==> src/rtl/rv_ctrl_pkg.sv <==
// Shared encodings for the multi-cycle RV32I sequencing controller and the
// immediate generator: FSM states, opcodes, instruction classes and mux selects.
package rv_ctrl_pkg;

  typedef enum logic [2:0] {
    ST_FETCH,
    ST_DECODE,
    ST_EXEC,
    ST_MEM,
    ST_WB,
    ST_TRAP
  } state_t;

  typedef enum logic [3:0] {
    CLS_OP,
    CLS_OPIMM,
    CLS_LOAD,
    CLS_STORE,
    CLS_BRANCH,
    CLS_LUI,
    CLS_AUIPC,
    CLS_JAL,
    CLS_JALR
  } cls_t;

  localparam logic [6:0] OPC_OP     = 7'b0110011;
  localparam logic [6:0] OPC_OPIMM  = 7'b0010011;
  localparam logic [6:0] OPC_LOAD   = 7'b0000011;
  localparam logic [6:0] OPC_JALR   = 7'b1100111;
  localparam logic [6:0] OPC_STORE  = 7'b0100011;
  localparam logic [6:0] OPC_BRANCH = 7'b1100011;
  localparam logic [6:0] OPC_LUI    = 7'b0110111;
  localparam logic [6:0] OPC_AUIPC  = 7'b0010111;
  localparam logic [6:0] OPC_JAL    = 7'b1101111;

  localparam logic [2:0] IMM_NONE = 3'd0;
  localparam logic [2:0] IMM_I    = 3'd1;
  localparam logic [2:0] IMM_S    = 3'd2;
  localparam logic [2:0] IMM_B    = 3'd3;
  localparam logic [2:0] IMM_U    = 3'd4;
  localparam logic [2:0] IMM_J    = 3'd5;

  localparam logic [1:0] PC_PLUS4 = 2'd0;
  localparam logic [1:0] PC_REL   = 2'd1;
  localparam logic [1:0] PC_JALR  = 2'd2;

  localparam logic [1:0] WB_ALU = 2'd0;
  localparam logic [1:0] WB_MEM = 2'd1;
  localparam logic [1:0] WB_PC4 = 2'd2;
  localparam logic [1:0] WB_IMM = 2'd3;

  function automatic logic [1:0] wb_sel_of(input cls_t c);
    case (c)
      CLS_LOAD:          return WB_MEM;
      CLS_JAL, CLS_JALR: return WB_PC4;
      CLS_LUI:           return WB_IMM;
      default:           return WB_ALU;
    endcase
  endfunction

endpackage

==> src/rtl/rv_opcode_decode.sv <==
// Combinational opcode classifier: maps instr[6:0] to instruction class,
// immediate format and an illegal flag for unsupported opcodes.
module rv_opcode_decode
  import rv_ctrl_pkg::*;
(
  input  logic [6:0] opcode,
  output cls_t       cls,
  output logic [2:0] imm_type,
  output logic       illegal
);

  always_comb begin
    cls      = CLS_OP;
    imm_type = IMM_NONE;
    illegal  = 1'b0;
    case (opcode)
      OPC_OP:     cls = CLS_OP;
      OPC_OPIMM:  begin cls = CLS_OPIMM;  imm_type = IMM_I; end
      OPC_LOAD:   begin cls = CLS_LOAD;   imm_type = IMM_I; end
      OPC_JALR:   begin cls = CLS_JALR;   imm_type = IMM_I; end
      OPC_STORE:  begin cls = CLS_STORE;  imm_type = IMM_S; end
      OPC_BRANCH: begin cls = CLS_BRANCH; imm_type = IMM_B; end
      OPC_LUI:    begin cls = CLS_LUI;    imm_type = IMM_U; end
      OPC_AUIPC:  begin cls = CLS_AUIPC;  imm_type = IMM_U; end
      OPC_JAL:    begin cls = CLS_JAL;    imm_type = IMM_J; end
      default:    illegal = 1'b1;
    endcase
  end

endmodule

==> src/rtl/rv_multicycle_ctrl.sv <==
// Multi-cycle RV32I sequencer: FETCH/DECODE/EXEC/MEM/WB with memory handshakes,
// decoded controls latched in DECODE and held through WB.
module rv_multicycle_ctrl
  import rv_ctrl_pkg::*;
#(
  parameter bit RESET_TRAP_STICKY = 1'b1
) (
  input  logic        clk,
  input  logic        rst,
  input  logic [31:0] instr,
  input  logic        imem_ready,
  input  logic        dmem_ready,
  input  logic        br_taken,
  output logic        imem_req,
  output logic        ir_we,
  output logic        dmem_req,
  output logic        dmem_we,
  output logic        pc_we,
  output logic [1:0]  pc_sel,
  output logic        alu_a_sel,
  output logic        alu_b_sel,
  output logic [2:0]  ImmType,
  output logic        rf_we,
  output logic [1:0]  wb_sel,
  output logic        illegal
);

  state_t     state_q, state_d;
  cls_t       dec_cls;
  logic [2:0] dec_imm;
  logic       dec_ill;

  cls_t       cls_p1;
  logic [2:0] imm_p1;
  logic       a_sel_p1;
  logic       b_sel_p1;
  logic [1:0] wb_sel_p1;
  logic       illegal_q;

  // Only the opcode field steers sequencing; the rest belongs to the datapath.
  logic unused_instr_bits;
  assign unused_instr_bits = ^instr[31:7];

  rv_opcode_decode u_dec (
    .opcode  (instr[6:0]),
    .cls     (dec_cls),
    .imm_type(dec_imm),
    .illegal (dec_ill)
  );

  always_ff @(posedge clk) begin
    if (!rst) state_q <= ST_FETCH;
    else      state_q <= state_d;
  end

  // DECODE -> EXEC boundary: latch class and datapath selects, clear on return to FETCH
  always_ff @(posedge clk) begin
    if (!rst) begin
      cls_p1    <= CLS_OP;
      imm_p1    <= IMM_NONE;
      a_sel_p1  <= 1'b0;
      b_sel_p1  <= 1'b0;
      wb_sel_p1 <= WB_ALU;
      illegal_q <= 1'b0;
    end else if (state_q == ST_DECODE) begin
      cls_p1    <= dec_cls;
      imm_p1    <= dec_imm;
      a_sel_p1  <= (dec_cls == CLS_AUIPC);
      b_sel_p1  <= !((dec_cls == CLS_OP) || (dec_cls == CLS_BRANCH));
      wb_sel_p1 <= wb_sel_of(dec_cls);
      illegal_q <= dec_ill;
    end else if (state_d == ST_FETCH) begin
      imm_p1    <= IMM_NONE;
      a_sel_p1  <= 1'b0;
      b_sel_p1  <= 1'b0;
      wb_sel_p1 <= WB_ALU;
      if (!RESET_TRAP_STICKY) illegal_q <= 1'b0;
    end
  end

  always_comb begin
    state_d   = state_q;
    imem_req  = 1'b0;
    ir_we     = 1'b0;
    dmem_req  = 1'b0;
    dmem_we   = 1'b0;
    pc_we     = 1'b0;
    pc_sel    = PC_PLUS4;
    rf_we     = 1'b0;
    alu_a_sel = a_sel_p1;
    alu_b_sel = b_sel_p1;
    ImmType   = imm_p1;
    wb_sel    = wb_sel_p1;
    illegal   = illegal_q;
    case (state_q)
      ST_FETCH: begin
        imem_req = 1'b1;
        if (imem_ready) begin
          ir_we   = 1'b1;
          state_d = ST_DECODE;
        end
      end
      ST_DECODE: state_d = dec_ill ? ST_TRAP : ST_EXEC;
      ST_EXEC: begin
        case (cls_p1)
          CLS_BRANCH: begin
            pc_we   = 1'b1;
            pc_sel  = br_taken ? PC_REL : PC_PLUS4;
            state_d = ST_FETCH;
          end
          CLS_LOAD, CLS_STORE: state_d = ST_MEM;
          default:             state_d = ST_WB;
        endcase
      end
      ST_MEM: begin
        dmem_req = 1'b1;
        dmem_we  = (cls_p1 == CLS_STORE);
        if (dmem_ready) begin
          if (cls_p1 == CLS_STORE) begin
            pc_we   = 1'b1;
            state_d = ST_FETCH;
          end else begin
            state_d = ST_WB;
          end
        end
      end
      ST_WB: begin
        rf_we   = 1'b1;
        pc_we   = 1'b1;
        pc_sel  = (cls_p1 == CLS_JAL)  ? PC_REL  :
                  (cls_p1 == CLS_JALR) ? PC_JALR : PC_PLUS4;
        state_d = ST_FETCH;
      end
      ST_TRAP: if (!RESET_TRAP_STICKY) state_d = ST_FETCH;
      default: state_d = ST_FETCH;
    endcase
    // Reset holds every output low, including any outstanding memory request.
    if (!rst) begin
      imem_req  = 1'b0;
      ir_we     = 1'b0;
      dmem_req  = 1'b0;
      dmem_we   = 1'b0;
      pc_we     = 1'b0;
      pc_sel    = PC_PLUS4;
      rf_we     = 1'b0;
      alu_a_sel = 1'b0;
      alu_b_sel = 1'b0;
      ImmType   = IMM_NONE;
      wb_sel    = WB_ALU;
      illegal   = 1'b0;
    end
  end

endmodule
==> config.mk <==
export PLATFORM = sky130hd
export DESIGN_NAME = rv_multicycle_ctrl
export DESIGN_NICKNAME = d
export VERILOG_FILES = /design/src/rtl/rv_ctrl_pkg.sv /design/src/rtl/rv_opcode_decode.sv /design/src/rtl/rv_multicycle_ctrl.sv
export SDC_FILE = /design/constraint.sdc
export NUM_CORES = 1
export LEC_CHECK = 0
export ABC_AREA = 1
export CAP_MARGIN = 20
export CELL_PAD_IN_SITES_DETAIL_PLACEMENT = 0
export CELL_PAD_IN_SITES_GLOBAL_PLACEMENT = 1
export CORE_AREA = 2 2 65 79
export DETAILED_ROUTE_END_ITERATION = 8
export DIE_AREA = 0 0 67 81
export DONT_BUFFER_PORTS = 1
export GPL_TIMING_DRIVEN = 1
export PLACE_DENSITY_LB_ADDON = 0.1
export SLEW_MARGIN = 5
export SYNTH_ARGS = -nofsm -noshare
export SYNTH_HDL_FRONTEND = slang
export SYNTH_SLANG_ARGS = --single-unit
==> constraint.sdc <==
create_clock -name clk -period 3.34 [get_ports clk]
set_clock_uncertainty 0.15 [all_clocks]
set_input_delay 0.334 -clock clk [delete_from_list [all_inputs] [get_ports clk]]
set_output_delay 0.334 -clock clk [all_outputs]
set_load 0.02 [all_outputs]
Word level (Yosys, flattened, before mapping)
Index checks and enable logic that the tools add are counted.
- bits in latches: 0
- memories kept: 0
- memory bits (writable): 0
- register bits after elaboration: 15
- memory bits (read-only): 0
- output and inout port bits: 16
- div/mod/pow operators: 0
- order comparisons: 0
- multipliers: 0
- add/sub/neg operators: 0
- mux-type cells: 44
- bitwise operators: 0
- equality and inequality tests: 25
- reduce and logical (&&, ||, !) cells: 11
- shift-type cells: 0
- operators with widths (operator ; number):
    4-bit case mux with 8 select lines ; 1
    3-bit case mux with 5 select lines ; 2
    4-bit by 3-bit == test with 1-bit output, second input constant ; 6
    1-bit 2-to-1 mux ; 24
    7-bit by 6-bit == test with 1-bit output, second input constant ; 3
    7-bit == test, second input constant ; 3
    3-bit 2-to-1 mux ; 7
    7-bit by 5-bit == test with 1-bit output, second input constant ; 2
    4-bit by 2-bit == test with 1-bit output, second input constant ; 3
    2-bit 2-to-1 mux ; 6
    9-bit OR reduction ; 1
    4-bit == test, second input constant ; 2
    7-bit by 2-bit == test with 1-bit output, second input constant ; 1
    3-bit by 2-bit == test with 1-bit output, second input constant ; 2
    3-bit == test, second input constant ; 2
    3-bit zero test ; 2
    2-bit case mux with 3 select lines ; 1
    3-bit case mux with 2 select lines ; 1
    2-bit OR reduction ; 3
    4-bit zero test ; 1
    2-bit case mux with 2 select lines ; 1
    3-bit by 1-bit == test with 1-bit output, second input constant ; 1
    1-bit case mux with 3 select lines ; 1
    3-bit OR reduction ; 1
    3 further kinds ; 3

Longest topological paths before layout
- word-level depth: 7
- mapped depth: 13
- mapped depth without buffers: 13

Cells and area by module
Synthesis repeated with hierarchy kept, for this count alone.
- cell total of the unflattened synthesis: 183
- area total of the unflattened synthesis: 1094.8 µm²
- by module, submodules not included (module ; area an instance (µm²) ; instances ; seq. area each (µm²) ; cells each):
    rv_multicycle_ctrl ; 865.8 ; 1 ; 300.3 ; 131
    rv_opcode_decode ; 229.0 ; 1 ; 0.0 ; 52

Worst setup path before layout
OpenSTA, ideal clock, no wires.
- kind: flip-flop to output port
- start point: register state_q[1]
- end point: output pc_sel[1]
- arrival time: 1.176 ns
- cell stages (with the launch flop): 6
- data required time: 2.856 ns
- setup slack: 1.680 ns
- cell sequence: dfxtp_1 -> nor2_1 -> inv_1 -> nor2_1 -> inv_1 -> nor3_1
- cells in the longest elaborated chain, start to end: 3
- RTL lines (item ; line ; source):
    from (decl) ; rv_multicycle_ctrl.sv:28 ; state_t state_q, state_d;
    from (signal assigned) ; rv_multicycle_ctrl.sv:53 ; else state_q <= state_d;
    3-bit == test / 3-bit by 2-bit == test with 1-bit output (equally long branches) ; rv_multicycle_ctrl.sv:95 ; case (state_q)
    2-bit case mux with 2 select lines (*) ; rv_multicycle_ctrl.sv:95 ;
    2-bit 2-to-1 mux (*) ; rv_multicycle_ctrl.sv:138 ; if (!rst) begin
    to (decl) ; rv_multicycle_ctrl.sv:19 ; output logic [1:0] pc_sel,
Mark *: on every way between the ends. The rest lies on a longest branch, timed or not.

Worst setup path after layout
Ends and elaborated chain as after synthesis.

==> flow_metrics.env <==
export IMPL_p_sw_w=0.000155
export IMPL_swShare_pct=33.6
export IMPL_rr_worst_depth=10
export IMPL_ctsResizeCount=0
export IMPL_final_cell_mix="nand2_1, inv_1, nor2_1"
export IMPL_seqPwrFrac_pct=43.8
export IMPL_cp_required_ns=2.86
export IMPL_stdcell_count=229
export IMPL_avgSynthCellArea_um2=6.44
export IMPL_dp_slack_ns=1.51
export IMPL_nNetsFinal=207
export IMPL_die_h_um=81
export IMPL_final_setup_viol_count=0
export IMPL_start_util_pct=22.7
export IMPL_grt_ovfl_total=0
export IMPL_die_x_um=67
export IMPL_die_area_mm2=0.00543
export IMPL_crit_type="flip-flop to primary output"
export IMPL_post_cts_buffers=0
export IMPL_crit_arrival_ns=1.59
export IMPL_fillCellCount=583
export IMPL_cts_root_buf="clkbuf_8"
export IMPL_rsz0062_at_grt="false"
export IMPL_worst_slew_pin_transition_ns=0.628
export IMPL_numCtsBuffers=3
export IMPL_grt_antenna_before_repair=0
export IMPL_cap_violations=0
export IMPL_p_clk_share_pct=31.8
export IMPL_synth_top_cell_area_share_pct=27.7
export IMPL_drive_gt1_share_pct=21.9
export IMPL_path_clk_slew_ns=0.07
export IMPL_startpoint_type="flip-flop"
export IMPL_max_freq_mhz=481
export IMPL_min_period_over_period_pct=62.2
export IMPL_pin_count=53
export IMPL_grt_pass1_vias=1013
export IMPL_grt_pass1_wl_mm=4.66
export IMPL_synth_area_top_cells="dfxtp_1, nand2_1, nand3_2"
export IMPL_relSlewSlack_pct=57.8
export IMPL_ys_types=25
export IMPL_hold_class="primary input to flip-flop"
export IMPL_vias=997
export IMPL_hpwl_mm=2.20
export IMPL_p_int_w=0.000306
export IMPL_synth_top_cell_by_area="dfxtp_1"
export IMPL_fp_row_count=28
export IMPL_timing_final_ws_setup_ns=1.26
export IMPL_ys_seq_elements=15
export IMPL_drtPass1Iterations=4
export IMPL_min_period_ns=2.08
export IMPL_drt_wl_total_mm=2.66
export IMPL_hold_viol_final=0
export IMPL_drcViolationCount=0
export IMPL_mostFrequentLayoutCell="nand2_1"
export IMPL_fin_tns_setup_ns=0
export IMPL_vias_per_cell=4.35
export IMPL_p_leak_nw=0.589
export IMPL_clock_path_buffers=2
export IMPL_place_area_mm2=0.00114
export IMPL_syn_nets=205
export IMPL_power_density_mw_per_mm2=389
export IMPL_syn_inst=168
export IMPL_ys_seq_area_share_pct=27.7
export IMPL_synth_area_mm2=0.00108
export IMPL_clk_insertion_delay_late_ns=0.25
export IMPL_wl_per_cell_um=11.6
export IMPL_yosys_warnings=0
export IMPL_endpoint_kind="primary output"
export IMPL_drv_slew=0
export IMPL_combPwrFrac_pct=24.4
export IMPL_cts_htree_levels=1
export IMPL_worstHoldPathCells=2
export IMPL_place_congestion=0.707
export IMPL_clock_sinks=15
export IMPL_cts_tree="yes"
export IMPL_peakVddDrop_uv=83.0
export IMPL_grt_max_degree=14
export IMPL_status="completed"
export IMPL_crit_fanout=5
export IMPL_drtIter0Drc=22
export IMPL_finish_instance_area_mm2=0.00118
export IMPL_area_delta_synth_final_pct=9.36
export IMPL_dp_cells=225
export IMPL_hold_buffers=0
export IMPL_grt_usage_pct=11.4
export IMPL_port_buffer_count=0
export IMPL_n_antenna_cell=0
export IMPL_drt_antenna_violating_nets=0
export IMPL_fp_coreArea_mm2=0.00476
==> synth_stat cells <==
cell type and count:
a211oi_1 2, a21oi_1 5, a311oi_1 1, buf_2 1
buf_6 1, clkbuf_1 1, dfxtp_1 15, inv_1 23
inv_2 5, nand2_1 42, nand2_2 8, nand2_4 1
nand3_1 6, nand3_2 9, nand3b_1 1, nand4_1 5
nor2_1 22, nor2_2 4, nor2_4 3, nor3_1 3
nor3_2 2, nor3b_2 1, o21a_1 1, o21ai_0 5
o311ai_0 1
==> registers in the layout, summed over array words and instances (netlist names) <==
register / flops
a_sel_p1: 1
cls_p1: 4
illegal_q: 1
b_sel_p1: 1
wb_sel_p1: 2
state_q: 3
imm_p1: 3
==> per-stage QoR <==
stage | util [%] | power, W | hold slack, ns
2_1_floorplan | - | 0.000305 | 0.333
3_3_place_gp | 23.9 | 0.000320 | 0.316
3_5_place_dp | 23.9 | 0.000320 | 0.315
4_1_cts | 24.8 | 0.000471 | 0.0501
5_1_grt | 24.8 | 0.000497 | 0.0575
6_report | 24.8 | 0.000460 | 0.0564
==> final timing paths <==
path	start	endpoint	slack, ns
worst min register to register	cls_p1[2]	cls_p1[2]	0.38
worst min-delay path	rst	wb_sel_p1[0]	0.06
worst max register to register	state_q[0]	wb_sel_p1[0]	1.63
worst max-delay path	state_q[1]	pc_sel[1]	1.26
==> power by group through the flow <==
stage,logic (W),clock network [W],registers [W]
after floorplan,0.000101,0,0.000203
after global placement,0.000114,0,0.000206
after detailed placement,0.000114,0,0.000206
after CTS,0.000115,0.000155,0.000202
after global routing,0.000129,0.000164,0.000204
final,0.000112,0.000146,0.000202
==> layout make-up <==
type	count	area, µm²	area share [%]
clock inverters	1	5.00	0.423
multi-input cells	122	657	55.5
well taps	60	75.1	6.34
flip-flops and latches	15	300	25.4
inverters	28	105	8.88
clock buffers	3	41.3	3.49
==> logic make-up after synthesis <==
| family | after synthesis | synth area share (%) |
|---|---|---|
| compound gates | 15 | 8.32 |
| buf+inv | 31 | 11.6 |
| flops | 15 | 27.7 |
| simple gates | 107 | 52.4 |
==> critical path, stage by stage (launching register included) <==
cell	delay (ns)
dfxtp_1	0.36
nor2_1	0.15
inv_1	0.07
nor2_1	0.18
inv_1	0.08
nor3_1	0.50
==> per-layer routing <==
metal	share of wire, %	vias up	GRT usage (%)
met5	0	-	0
met4	1.2	0	4.90
met3	5.0	2	2.08
met2	51	20	20.0
met1	43	446	13.3
li1	-	529	-
Note: power is estimated with default switching activity, not from simulation.
